===== src/rtl/fp_unified_alu.sv =====
// fp_unified_alu: four-stage pipelined floating-point ADD / SUB / MUL / PASS unit.
//
// Number format: sign, biased exponent (bias 2^(EXP_W-1)-1) and a left-aligned fraction,
// value = (-1)^s * 0.M * 2^(E-bias). Input fractions need not be normalised; results are
// normalised (MSB of y_man set) unless zero, underflowed or saturated. Truncation only.
//
// Pipeline: stage 1 exponent compare / multiply, stage 2 align, stage 3 add/subtract,
// stage 4 normalise and exponent adjust into the output registers. A single global
// stall (advance) freezes every stage while a result waits on out_ready.
//
// Ports
//   clk, rst_n                  clock, synchronous active-low reset
//   in_valid / in_ready         operand beat handshake
//   op                          00 ADD, 01 SUB (A-B), 10 MUL, 11 PASS (normalise A)
//   a_sgn/a_exp/a_man, b_*      operands
//   out_valid / out_ready       result handshake
//   y_sgn/y_exp/y_man           normalised result
//   y_zero, y_ovf, y_unf        zero result, exponent saturated high, flushed to zero
//
// MAN_W must be at least 2*MUL_W so the full product fits the fraction.
module fp_unified_alu #(
  parameter int unsigned EXP_W = 6,
  parameter int unsigned MAN_W = 22,
  parameter int unsigned MUL_W = 11
) (
  input  logic             clk,
  input  logic             rst_n,
  input  logic             in_valid,
  output logic             in_ready,
  input  logic [1:0]       op,
  input  logic             a_sgn,
  input  logic [EXP_W-1:0] a_exp,
  input  logic [MAN_W-1:0] a_man,
  input  logic             b_sgn,
  input  logic [EXP_W-1:0] b_exp,
  input  logic [MAN_W-1:0] b_man,
  output logic             out_valid,
  input  logic             out_ready,
  output logic             y_sgn,
  output logic [EXP_W-1:0] y_exp,
  output logic [MAN_W-1:0] y_man,
  output logic             y_zero,
  output logic             y_ovf,
  output logic             y_unf
);

  // Signed exponent intermediate, wide enough for a_exp + b_exp - bias and normalise shifts.
  localparam int unsigned ExpIW = EXP_W + 2;
  localparam int unsigned LzW   = $clog2(MAN_W + 1);
  localparam int unsigned ProdW = 2 * MUL_W;

  localparam logic signed [ExpIW-1:0] Bias   = ExpIW'((1 << (EXP_W - 1)) - 1);
  localparam logic signed [ExpIW-1:0] ExpMax = ExpIW'((1 << EXP_W) - 1);
  localparam logic signed [ExpIW-1:0] ExpOne = ExpIW'(1);

  localparam logic [1:0] OpAdd  = 2'b00;
  localparam logic [1:0] OpSub  = 2'b01;
  localparam logic [1:0] OpMul  = 2'b10;
  localparam logic [1:0] OpPass = 2'b11;

  // Leading-zero count; an all-zero input returns MAN_W.
  function automatic logic [LzW-1:0] lzc(input logic [MAN_W-1:0] v);
    logic [LzW-1:0] cnt;
    logic           found;
    cnt   = '0;
    found = 1'b0;
    for (int i = int'(MAN_W) - 1; i >= 0; i--) begin
      if (!found) begin
        if (v[i]) begin
          found = 1'b1;
        end else begin
          cnt = cnt + LzW'(1);
        end
      end
    end
    return cnt;
  endfunction

  logic advance;

  // ---------------------------------------------------------------------------------------
  // Stage 1: exponent compare / multiply
  // ---------------------------------------------------------------------------------------
  // Every op is mapped onto "x +/- (y >> shamt)" with exponent exp. MUL, PASS and ADD with a
  // zero operand become single-operand beats (y = 0) and only use the normaliser.
  logic signed [ExpIW-1:0] a_exp_s, b_exp_s, exp_ab, exp_ba;
  logic [ProdW-1:0]        prod;
  logic                    b_sgn_eff;

  logic                    s1_valid_q;
  logic                    s1_sub_d, s1_sub_q;
  logic                    s1_sgn_x_d, s1_sgn_x_q;
  logic                    s1_sgn_y_d, s1_sgn_y_q;
  logic signed [ExpIW-1:0] s1_exp_d, s1_exp_q;
  logic [ExpIW-1:0]        s1_shamt_d, s1_shamt_q;
  logic [MAN_W-1:0]        s1_man_x_d, s1_man_x_q;
  logic [MAN_W-1:0]        s1_man_y_d, s1_man_y_q;

  always_comb begin
    a_exp_s   = $signed({2'b00, a_exp});
    b_exp_s   = $signed({2'b00, b_exp});
    exp_ab    = a_exp_s - b_exp_s;
    exp_ba    = b_exp_s - a_exp_s;
    b_sgn_eff = b_sgn ^ (op == OpSub);
    prod      = a_man[MAN_W-1 -: MUL_W] * b_man[MAN_W-1 -: MUL_W];

    s1_sub_d   = 1'b0;
    s1_sgn_x_d = a_sgn;
    s1_sgn_y_d = b_sgn_eff;
    s1_exp_d   = a_exp_s;
    s1_shamt_d = '0;
    s1_man_x_d = a_man;
    s1_man_y_d = '0;

    case (op)
      OpAdd, OpSub: begin
        if (a_man == '0) begin
          // A zero fraction carries no exponent information: result is B alone.
          s1_sgn_x_d = b_sgn_eff;
          s1_exp_d   = b_exp_s;
          s1_man_x_d = b_man;
        end else if (b_man == '0) begin
          // A alone (defaults).
        end else if (!exp_ab[ExpIW-1]) begin
          s1_sub_d   = a_sgn ^ b_sgn_eff;
          s1_shamt_d = exp_ab;
          s1_man_y_d = b_man;
        end else begin
          s1_sub_d   = a_sgn ^ b_sgn_eff;
          s1_sgn_x_d = b_sgn_eff;
          s1_sgn_y_d = a_sgn;
          s1_exp_d   = b_exp_s;
          s1_shamt_d = exp_ba;
          s1_man_x_d = b_man;
          s1_man_y_d = a_man;
        end
      end
      OpMul: begin
        s1_sgn_x_d = a_sgn ^ b_sgn;
        s1_exp_d   = a_exp_s + b_exp_s - Bias;
        s1_man_x_d = MAN_W'(prod) << (MAN_W - ProdW);
      end
      OpPass: begin
        s1_man_x_d = a_man;
      end
      default: begin
      end
    endcase
  end

  // ---------------------------------------------------------------------------------------
  // Stage 2: align the smaller-exponent fraction
  // ---------------------------------------------------------------------------------------
  logic                    s2_valid_q;
  logic                    s2_sub_q;
  logic                    s2_sgn_x_q, s2_sgn_y_q;
  logic signed [ExpIW-1:0] s2_exp_q;
  logic [MAN_W-1:0]        s2_man_x_q;
  logic [MAN_W-1:0]        s2_man_y_d, s2_man_y_q;

  always_comb begin
    if (32'(s1_shamt_q) >= MAN_W) begin
      s2_man_y_d = '0;
    end else begin
      s2_man_y_d = s1_man_y_q >> s1_shamt_q;
    end
  end

  // ---------------------------------------------------------------------------------------
  // Stage 3: add / subtract with one carry bit
  // ---------------------------------------------------------------------------------------
  logic [MAN_W:0]          ext_x, ext_y, diff;
  logic                    s3_valid_q;
  logic                    s3_sgn_d, s3_sgn_q;
  logic signed [ExpIW-1:0] s3_exp_q;
  logic [MAN_W:0]          s3_man_d, s3_man_q;

  always_comb begin
    ext_x    = {1'b0, s2_man_x_q};
    ext_y    = {1'b0, s2_man_y_q};
    diff     = ext_x - ext_y;
    s3_sgn_d = s2_sgn_x_q;
    if (!s2_sub_q) begin
      s3_man_d = ext_x + ext_y;
    end else if (diff[MAN_W]) begin
      // y had the larger magnitude despite the smaller-or-equal exponent.
      s3_man_d = ext_y - ext_x;
      s3_sgn_d = s2_sgn_y_q;
    end else begin
      s3_man_d = diff;
    end
  end

  // ---------------------------------------------------------------------------------------
  // Stage 4: normalise, exponent adjust, saturate / flush
  // ---------------------------------------------------------------------------------------
  logic [LzW-1:0]          lz;
  logic [MAN_W-1:0]        norm_man;
  logic signed [ExpIW-1:0] norm_exp;
  logic                    y_sgn_d, y_zero_d, y_ovf_d, y_unf_d;
  logic [EXP_W-1:0]        y_exp_d;
  logic [MAN_W-1:0]        y_man_d;

  always_comb begin
    lz = lzc(s3_man_q[MAN_W-1:0]);
    if (s3_man_q[MAN_W]) begin
      // Carry out: shift right one with the carry becoming the MSB.
      norm_man = s3_man_q[MAN_W:1];
      norm_exp = s3_exp_q + ExpOne;
    end else begin
      norm_man = s3_man_q[MAN_W-1:0] << lz;
      norm_exp = s3_exp_q - $signed(ExpIW'(lz));
    end

    y_sgn_d  = s3_sgn_q;
    y_exp_d  = norm_exp[EXP_W-1:0];
    y_man_d  = norm_man;
    y_zero_d = 1'b0;
    y_ovf_d  = 1'b0;
    y_unf_d  = 1'b0;

    if (s3_man_q == '0) begin
      // Zero, including exact cancellation, is always +0.
      y_sgn_d  = 1'b0;
      y_exp_d  = '0;
      y_man_d  = '0;
      y_zero_d = 1'b1;
    end else if (norm_exp > ExpMax) begin
      y_exp_d = '1;
      y_man_d = '1;
      y_ovf_d = 1'b1;
    end else if (norm_exp[ExpIW-1]) begin
      y_sgn_d  = 1'b0;
      y_exp_d  = '0;
      y_man_d  = '0;
      y_zero_d = 1'b1;
      y_unf_d  = 1'b1;
    end
  end

  // ---------------------------------------------------------------------------------------
  // Handshake and state
  // ---------------------------------------------------------------------------------------
  assign advance  = ~out_valid | out_ready;
  assign in_ready = advance;

  // Only valid bits and outputs are reset; payload registers just follow advance.
  always_ff @(posedge clk) begin
    if (!rst_n) begin
      s1_valid_q <= 1'b0;
      s2_valid_q <= 1'b0;
      s3_valid_q <= 1'b0;
      out_valid  <= 1'b0;
      y_sgn      <= 1'b0;
      y_exp      <= '0;
      y_man      <= '0;
      y_zero     <= 1'b0;
      y_ovf      <= 1'b0;
      y_unf      <= 1'b0;
    end else if (advance) begin
      s1_valid_q <= in_valid;
      s1_sub_q   <= s1_sub_d;
      s1_sgn_x_q <= s1_sgn_x_d;
      s1_sgn_y_q <= s1_sgn_y_d;
      s1_exp_q   <= s1_exp_d;
      s1_shamt_q <= s1_shamt_d;
      s1_man_x_q <= s1_man_x_d;
      s1_man_y_q <= s1_man_y_d;

      s2_valid_q <= s1_valid_q;
      s2_sub_q   <= s1_sub_q;
      s2_sgn_x_q <= s1_sgn_x_q;
      s2_sgn_y_q <= s1_sgn_y_q;
      s2_exp_q   <= s1_exp_q;
      s2_man_x_q <= s1_man_x_q;
      s2_man_y_q <= s2_man_y_d;

      s3_valid_q <= s2_valid_q;
      s3_sgn_q   <= s3_sgn_d;
      s3_exp_q   <= s2_exp_q;
      s3_man_q   <= s3_man_d;

      out_valid  <= s3_valid_q;
      y_sgn      <= y_sgn_d;
      y_exp      <= y_exp_d;
      y_man      <= y_man_d;
      y_zero     <= y_zero_d;
      y_ovf      <= y_ovf_d;
      y_unf      <= y_unf_d;
    end
  end

endmodule

===== config.mk =====
export PLATFORM = sky130hd
export DESIGN_NAME = fp_unified_alu
export DESIGN_NICKNAME = d
export VERILOG_FILES = /design/src/rtl/fp_unified_alu.sv
export SDC_FILE = /design/constraint.sdc
export NUM_CORES = 1
export LEC_CHECK = 0
export CORE_UTILIZATION = 40
export DETAILED_ROUTE_END_ITERATION = 16
export PLACE_DENSITY = 0.63
export SLEW_MARGIN = 30
export SYNTH_ARGS = -nofsm -noshare
export SYNTH_HDL_FRONTEND = slang
export SYNTH_SLANG_ARGS = --single-unit

===== constraint.sdc =====
create_clock -name clk -period 18.1 [get_ports clk]
set_input_delay 1.81 -clock clk [delete_from_list [all_inputs] [get_ports clk]]
set_output_delay 1.81 -clock clk [all_outputs]
set_load 0.02 [all_outputs]

==> results of run 1 <==
-- power by group through the flow --
| stage | sequential [mW] | combinational (mW) | clock (mW) |
|---|---|---|---|
| after floorplan | 0.645 | 0.929 | 0 |
| after global placement | 0.662 | 1.24 | 0 |
| after detailed placement | 0.662 | 1.26 | 0 |
| after CTS | 0.653 | 1.27 | 0.350 |
| after global routing | 0.660 | 1.43 | 0.366 |
| final | 0.651 | 1.28 | 0.341 |
-- what timing repair did --
item	in CTS	in global routing
resized for setup	0	6
setup endpoints to repair	0	30
buffers inserted	0	6
-- Yosys cell counts (all sizes together), types with 16 or more instances --
cell	n	area [um2]
a211oi	22	165.2
a21o	33	247.7
a21oi	177	889.6
and2	76	475.5
clkbuf	113	426.7
dfxtp	36	720.7
edfxtp	149	4474
fa	87	1742
ha	176	2202
inv	217	814.5
mux2	26	292.8
mux2i	107	1071
nand2	266	998.5
nand2b	27	168.9
nand3	26	130.1
nor2	157	591.8
nor2b	25	156.4
nor3	37	201.5
nor4	19	125.1
o21ai	125	625.6
o21bai	34	255.2
or2	16	100.1
xnor2	64	590.6
xor2	18	157.7
-- registers in the layout, summed over array words and instances (netlist names), 6 cells and up --
signal	cells
s3_exp_q	8
s1_exp_q	8
s2_exp_q	8
s1_man_y_q	22
s1_man_x_q	22
s3_man_q	23
y_exp	6
s1_shamt_q	7
y_man	22
s2_man_x_q	22
s2_man_y_q	22
-- worst max-delay path, delay by kind of cell (launching register included) --
family / cells / cell delay [ps]
adder cells (fa/ha/maj): 20 / 6040
AO/OA/AOI/OAI: 22 / 3960
AND/OR/NAND/NOR: 25 / 3800
multiplexers: 8 / 1460
buffers and inverters: 3 / 540
flip-flops: 1 / 530
XOR/XNOR: 1 / 340
-- final cells by class --
type | count | area (um2) | share of cell area, %
clock buffers | 21 | 440.4 | 2.059
repair buffers | 124 | 1184 | 5.534
multi-input cells | 1713 | 12860 | 60.15
flip-flops and latches | 185 | 5195 | 24.29
well taps | 615 | 769.5 | 3.598
inverters | 222 | 842.1 | 3.937
clock inverters | 11 | 93.84 | 0.4387
-- path summary, 6_finish.rpt --
path	start	to	slack (ps)	cells after the start
max	s3_man_q[20]$_DFFE_PP_	y_man[4]$_SDFFE_PN0N_	1310	79
min	s1_exp_q[4]$_DFFE_PP_	s2_exp_q[4]$_DFFE_PP_	420	0
max reg2reg	s3_man_q[20]$_DFFE_PP_	y_man[4]$_SDFFE_PN0N_	1310	79
min reg2reg	s1_exp_q[4]$_DFFE_PP_	s2_exp_q[4]$_DFFE_PP_	420	0
-- logic make-up after synthesis --
group | Yosys count | share of synthesized area (%)
AO/OA/AOI/OAI | 529 | 16.99
AND/OR/NAND/NOR | 696 | 17.12
adder cells (fa/ha/maj) | 267 | 20.61
multiplexers | 134 | 7.171
flip-flops | 185 | 26.87
XOR/XNOR | 86 | 4.349
buffers and inverters | 350 | 6.893
-- metal layers --
metal	up-vias	track usage (%)	part of all wire, %
li1	7800	-	-
met1	7739	27.08	47
met2	365	33.20	48
met3	54	2.200	4.0
met4	0	5.264	1.7
met5	-	0	0
-- stage by stage --
stage	utilization, %	hold slack (ps)	setup WS (ps)	total power [mW]	cell area (um2)
after global routing	44.80	423.7	66.34	2.459	21390
final	44.80	421.0	1308	2.271	21390
after floorplan	-	400.3	3108	1.574	19330
after detailed placement	43.46	405.4	925.1	1.924	20750
after global placement	43.44	403.1	1687	1.905	20740
after CTS	44.58	421.5	865.8	2.273	21290
==> results.md, run 1 <==
- Synth unique cells: 86
- Core area: 47750 um2
- Number of CTS-inserted buffers: 17
- Post-route setup TNS: 0 ps
- I/O pin cnt: 98
- Number of max-cap violations: 0
- CTS Buffer Depth: 2
- All-Layer GR Usage: 19.81%
- Vias in the first global route: 15560
- Crit path DAT: 17130 ps
- Clk sinks: 185
- NetSw: 969.2 uW
- Iter 0 DRT Violations: 1130
- Final nets: 2590
- Post-DP HPWL: 37.81 mm
- # port buffers: 97
- Cell Rows: 80
- Final Max Tran Viols: 0
- CP max-delay cell: or4_4
- CP Class: reg2reg
- Setup violations, final: 0
- Grt ovf: 0
- Post-synth EDFFs: 149
- Combinational share of power: 56.3%
- Die area: 49210 um2
- Crit path top cell by count: ha_1
- Sequential fraction of design power: 28.6%
- H-tree depth: 4
- CP Launch Type: flop
- DRC errors left: 0
- CP max FO: 21
- Period utilization: 92.77%
- Minimum clock period: 16790 ps
- Worst path max stage delay: 650 ps
- Initial Util: 40.49%
- Largest net degree at the start of global routing: 99
- Number of synthesis warnings: 0
- Vias/cell: 5.520
- Ant. Diodes: 0
- Cells after DPL: 2850
- Worst vdd ir: 0.07954 mV
- Worst-Skew Late Latency: 450 ps
- Worst slew pin tran: 959.5 ps
- Die H: 221.8 um
- Routed length per instance: 16.89 um
- Clock transition at path regs: 70 ps
- First-pass GRT wire length: 79.57 mm
- Post-synth ARST share: 0%
- Highest-count cells in the layout ignoring fill and taps: nand2_1 (266), inv_1 (214), a21oi_1 (176), ha_1 (176), nor2_1 (155)
- Main synth FF type: edfxtp_1
- Root buf cell: clkbuf_16
- Worst hold path type: reg2reg
- Die Wd: 221.8 um
- Outcome: finished clean
- Area Growth Syn to Fin: 10.64%
- GP Congestion: 0.9354
- Yosys reg bits: 185
- Worst endpoint required time: 18440 ps
- Final wirelength: 48.83 mm
- RSZ-0062 raised after global routing: no
- Cell Int Power: 1.302 mW
- Layout cells sized above 1: 5.536%
- Register area share after synthesis: 26.87%
- CTS tree: done
- Cells after Synth: 2247
- Post-Syn Area: 19330 um2
- Filler-free cell count of the finished design: 2891
- Fill cells: 4603
- Clk network pwr share: 15.0%
- Switch share: 42.67%
- Worst slew margin: 36.03%
- Leading cell type in the layout, fill and taps excluded: nand2_1
- PD cells: 106.2 nW/um2
- DRT Pass-1 Iters: 7
- Leak pwr: 9.159 nW
- Hold Vio Cnt, Final: 0
- Initial antenna violation count: 0
- Syn_nets: 2574
- CTS hold repair buffers: 0
- Via count: 15960
- Clock skew: 18.69 ps
- Post-route ant nets: 0
- Crit. End Element: flop
- Fmax achieved: 59.55 MHz
- Mean Syn Cell Area: 8.604 um2
Note: power is estimated with default switching activity, not from simulation.
==> run 2, diff against run 1 <==
- CORE_UTILIZATION: 40 -> 61
- CTS_BUF_LIST: not set -> sky130_fd_sc_hd__clkbuf_8
- PLACE_DENSITY: 0.63 -> 0.87
==> results.md, run 2 (synthesis results as in run 1) <==
- Core area: 30910 um2 (-35%)
- RSZ-0062 raised after global routing: no
- Filler-free cell count of the finished design: 2672 (-7.6%)
- Root buf cell: clkbuf_8
- Clock transition at path regs: 110 ps (+40 ps)
- Post-route ant nets: 0 (unchanged)
- Die area: 32410 um2 (-34%)
- Leading cell type in the layout, fill and taps excluded: nand2_1
- Cell area after layout: 21050 um2 (-1.6%)
- Post-DP HPWL: 37.53 mm (-0.74%)
- Area Growth Syn to Fin: 8.867%
- I/O pin cnt: 98 (unchanged)
- Worst path max stage delay: 730 ps (+80 ps)
- Fmax achieved: 59.17 MHz (-0.65%)
- Number of CTS-inserted buffers: 17 (unchanged)
- Reg2Reg Depth: 75 (-5.1%)
- Initial Util: 62.54% (+22 points)
- Iter 0 DRT Violations: 1375 (+22%)
- Area post-placement: 20480 um2 (-1.3%)
- H-tree depth: 4 (unchanged)
- Final wirelength: 48.28 mm (-1.1%)
- # port buffers: 97 (unchanged)
- CTS tree: done
- First-pass GRT wire length: 78.11 mm (-1.8%)
- Post-route setup TNS: 0 ps (unchanged)
- Clock skew: 20.11 ps (+1.424 ps)
- CP max-delay cell: or4_1
- Largest Register: s3_man_q
- Total Power: 2.246 mW (-1.1%)
- Crit path DAT: 17270 ps (+140 ps)
- Initial antenna violation count: 0 (unchanged)
- PD cells: 106.7 nW/um2 (+0.53%)
- Final Max Tran Viols: 0 (unchanged)
- Worst vdd ir: 0.07751 mV (-2.5%)
- CTS Buffer Depth: 2 (unchanged)
- Final core occ: 68.09% (+23 points)
- Minimum clock period: 16900 ps (+109.6 ps)
- Via count: 16390 (+2.7%)
- DRT Pass-1 Iters: 6 (-1)
- Layout cells sized above 1: 5.624% (+0.088 points)
- Crit path top cell by count: ha_1
- Cells after DPL: 2631 (-7.7%)
- Final nets: 2590 (unchanged)
- Period utilization: 93.38% (+0.61 points)
- Number of max-cap violations: 0 (unchanged)
- Largest net degree at the start of global routing: 97 (-2.0%)
- Hold Crit Depth: 0 (unchanged)
- GP Congestion: 0.9757 (+4.3%)
- Setup violations, final: 0 (unchanged)
- Crit. End Element: flop
- Grt ovf: 0 (unchanged)
- CP max FO: 34 (+62%)
- Vias/cell: 6.134 (+11%)
- CP Launch Type: flop
- Die H: 180.0 um (-19%)
- Routed length per instance: 18.07 um (+7.0%)
- Largest register FFs: 23 (unchanged)
- Vias in the first global route: 15980 (+2.7%)
- Worst slew pin tran: 840.6 ps (-118.9 ps)
- Outcome: finished clean
- Fill cells: 2380 (-48%)
- Worst-Skew Late Latency: 480 ps (+30 ps)
- CP Class: reg2reg
- Worst hold path type: reg2reg
- Highest-count cells in the layout ignoring fill and taps: nand2_1 (266), inv_1 (215), a21oi_1 (176), ha_1 (176), nor2_1 (155)
- Clk sinks: 185 (unchanged)
- Hold Vio Cnt, Final: 0 (unchanged)
- Ant. Diodes: 0 (unchanged)
- Worst slew margin: 43.44% (+7.4 points)
- Worst endpoint required time: 18470 ps (+30 ps)
- Die Wd: 180.0 um (-19%)
- DRC errors left: 0 (unchanged)
- Cell Rows: 64 (-20%)
- Leak pwr: 9.131 nW (-0.30%)
- All-Layer GR Usage: 29.56% (+9.8 points)
-- run 2: final cells by class --
class | count | area [um2] | share of cell area (%)
Clock buffer | 17 | 234.0 | 1.112
Clock inverter | 15 | 222.7 | 1.058
Inverter | 222 | 838.3 | 3.983
Multi-Input combinational cell | 1713 | 12860 | 61.11
Sequential cell | 185 | 5195 | 24.68
Tap cell | 396 | 495.5 | 2.354
Timing Repair Buffer | 124 | 1200 | 5.701
-- run 2: path summary, 6_finish.rpt --
kind / startpoint / to / slack [ps]
worst min register to register: s1_man_x_q[11]$_DFFE_PP_ / s2_man_x_q[11]$_DFFE_PP_ / 420
worst max-delay path: s3_man_q[20]$_DFFE_PP_ / y_man[5]$_SDFFE_PN0N_ / 1200
worst min-delay path: s1_man_x_q[11]$_DFFE_PP_ / s2_man_x_q[11]$_DFFE_PP_ / 420
worst max register to register: s3_man_q[20]$_DFFE_PP_ / y_man[5]$_SDFFE_PN0N_ / 1200
-- run 2: critical path, delay by kind of cell (launching register included) --
kind / cells / cell delay, ps
compound gates: 17 / 3360
fa+ha+maj: 18 / 5540
mux: 8 / 1790
xor+xnor: 3 / 630
flops: 1 / 530
simple gates: 27 / 4620
buf+inv: 2 / 310
-- run 2: power breakdown --
part | total [mW] | switching [mW] | internal (mW)
clock network | 0.304 | 0.171 | 0.134
logic | 1.29 | 0.731 | 0.562
registers | 0.649 | 0.0882 | 0.561
-- run 2: what timing repair did --
action,in CTS,in global routing
setup endpoints to repair,0,30
hold buffers,0,0
resized for setup,0,2
setup buffers,0,4
-- run 2: stage by stage --
step                      hold WS [ps]  setup WS [ps]
after floorplan                  400.3           3108
after global placement           402.9           1953
after detailed placement         405.2           1168
after CTS                        418.0           1040
after global routing             416.4          30.67
final                            421.9           1198
-- run 2: layer usage --
metal,global-route usage [%],part of all wire [%]
met5,0,0
met3,3.213,6.2
met4,11.97,3.4
met2,51.52,49
met1,37.58,41
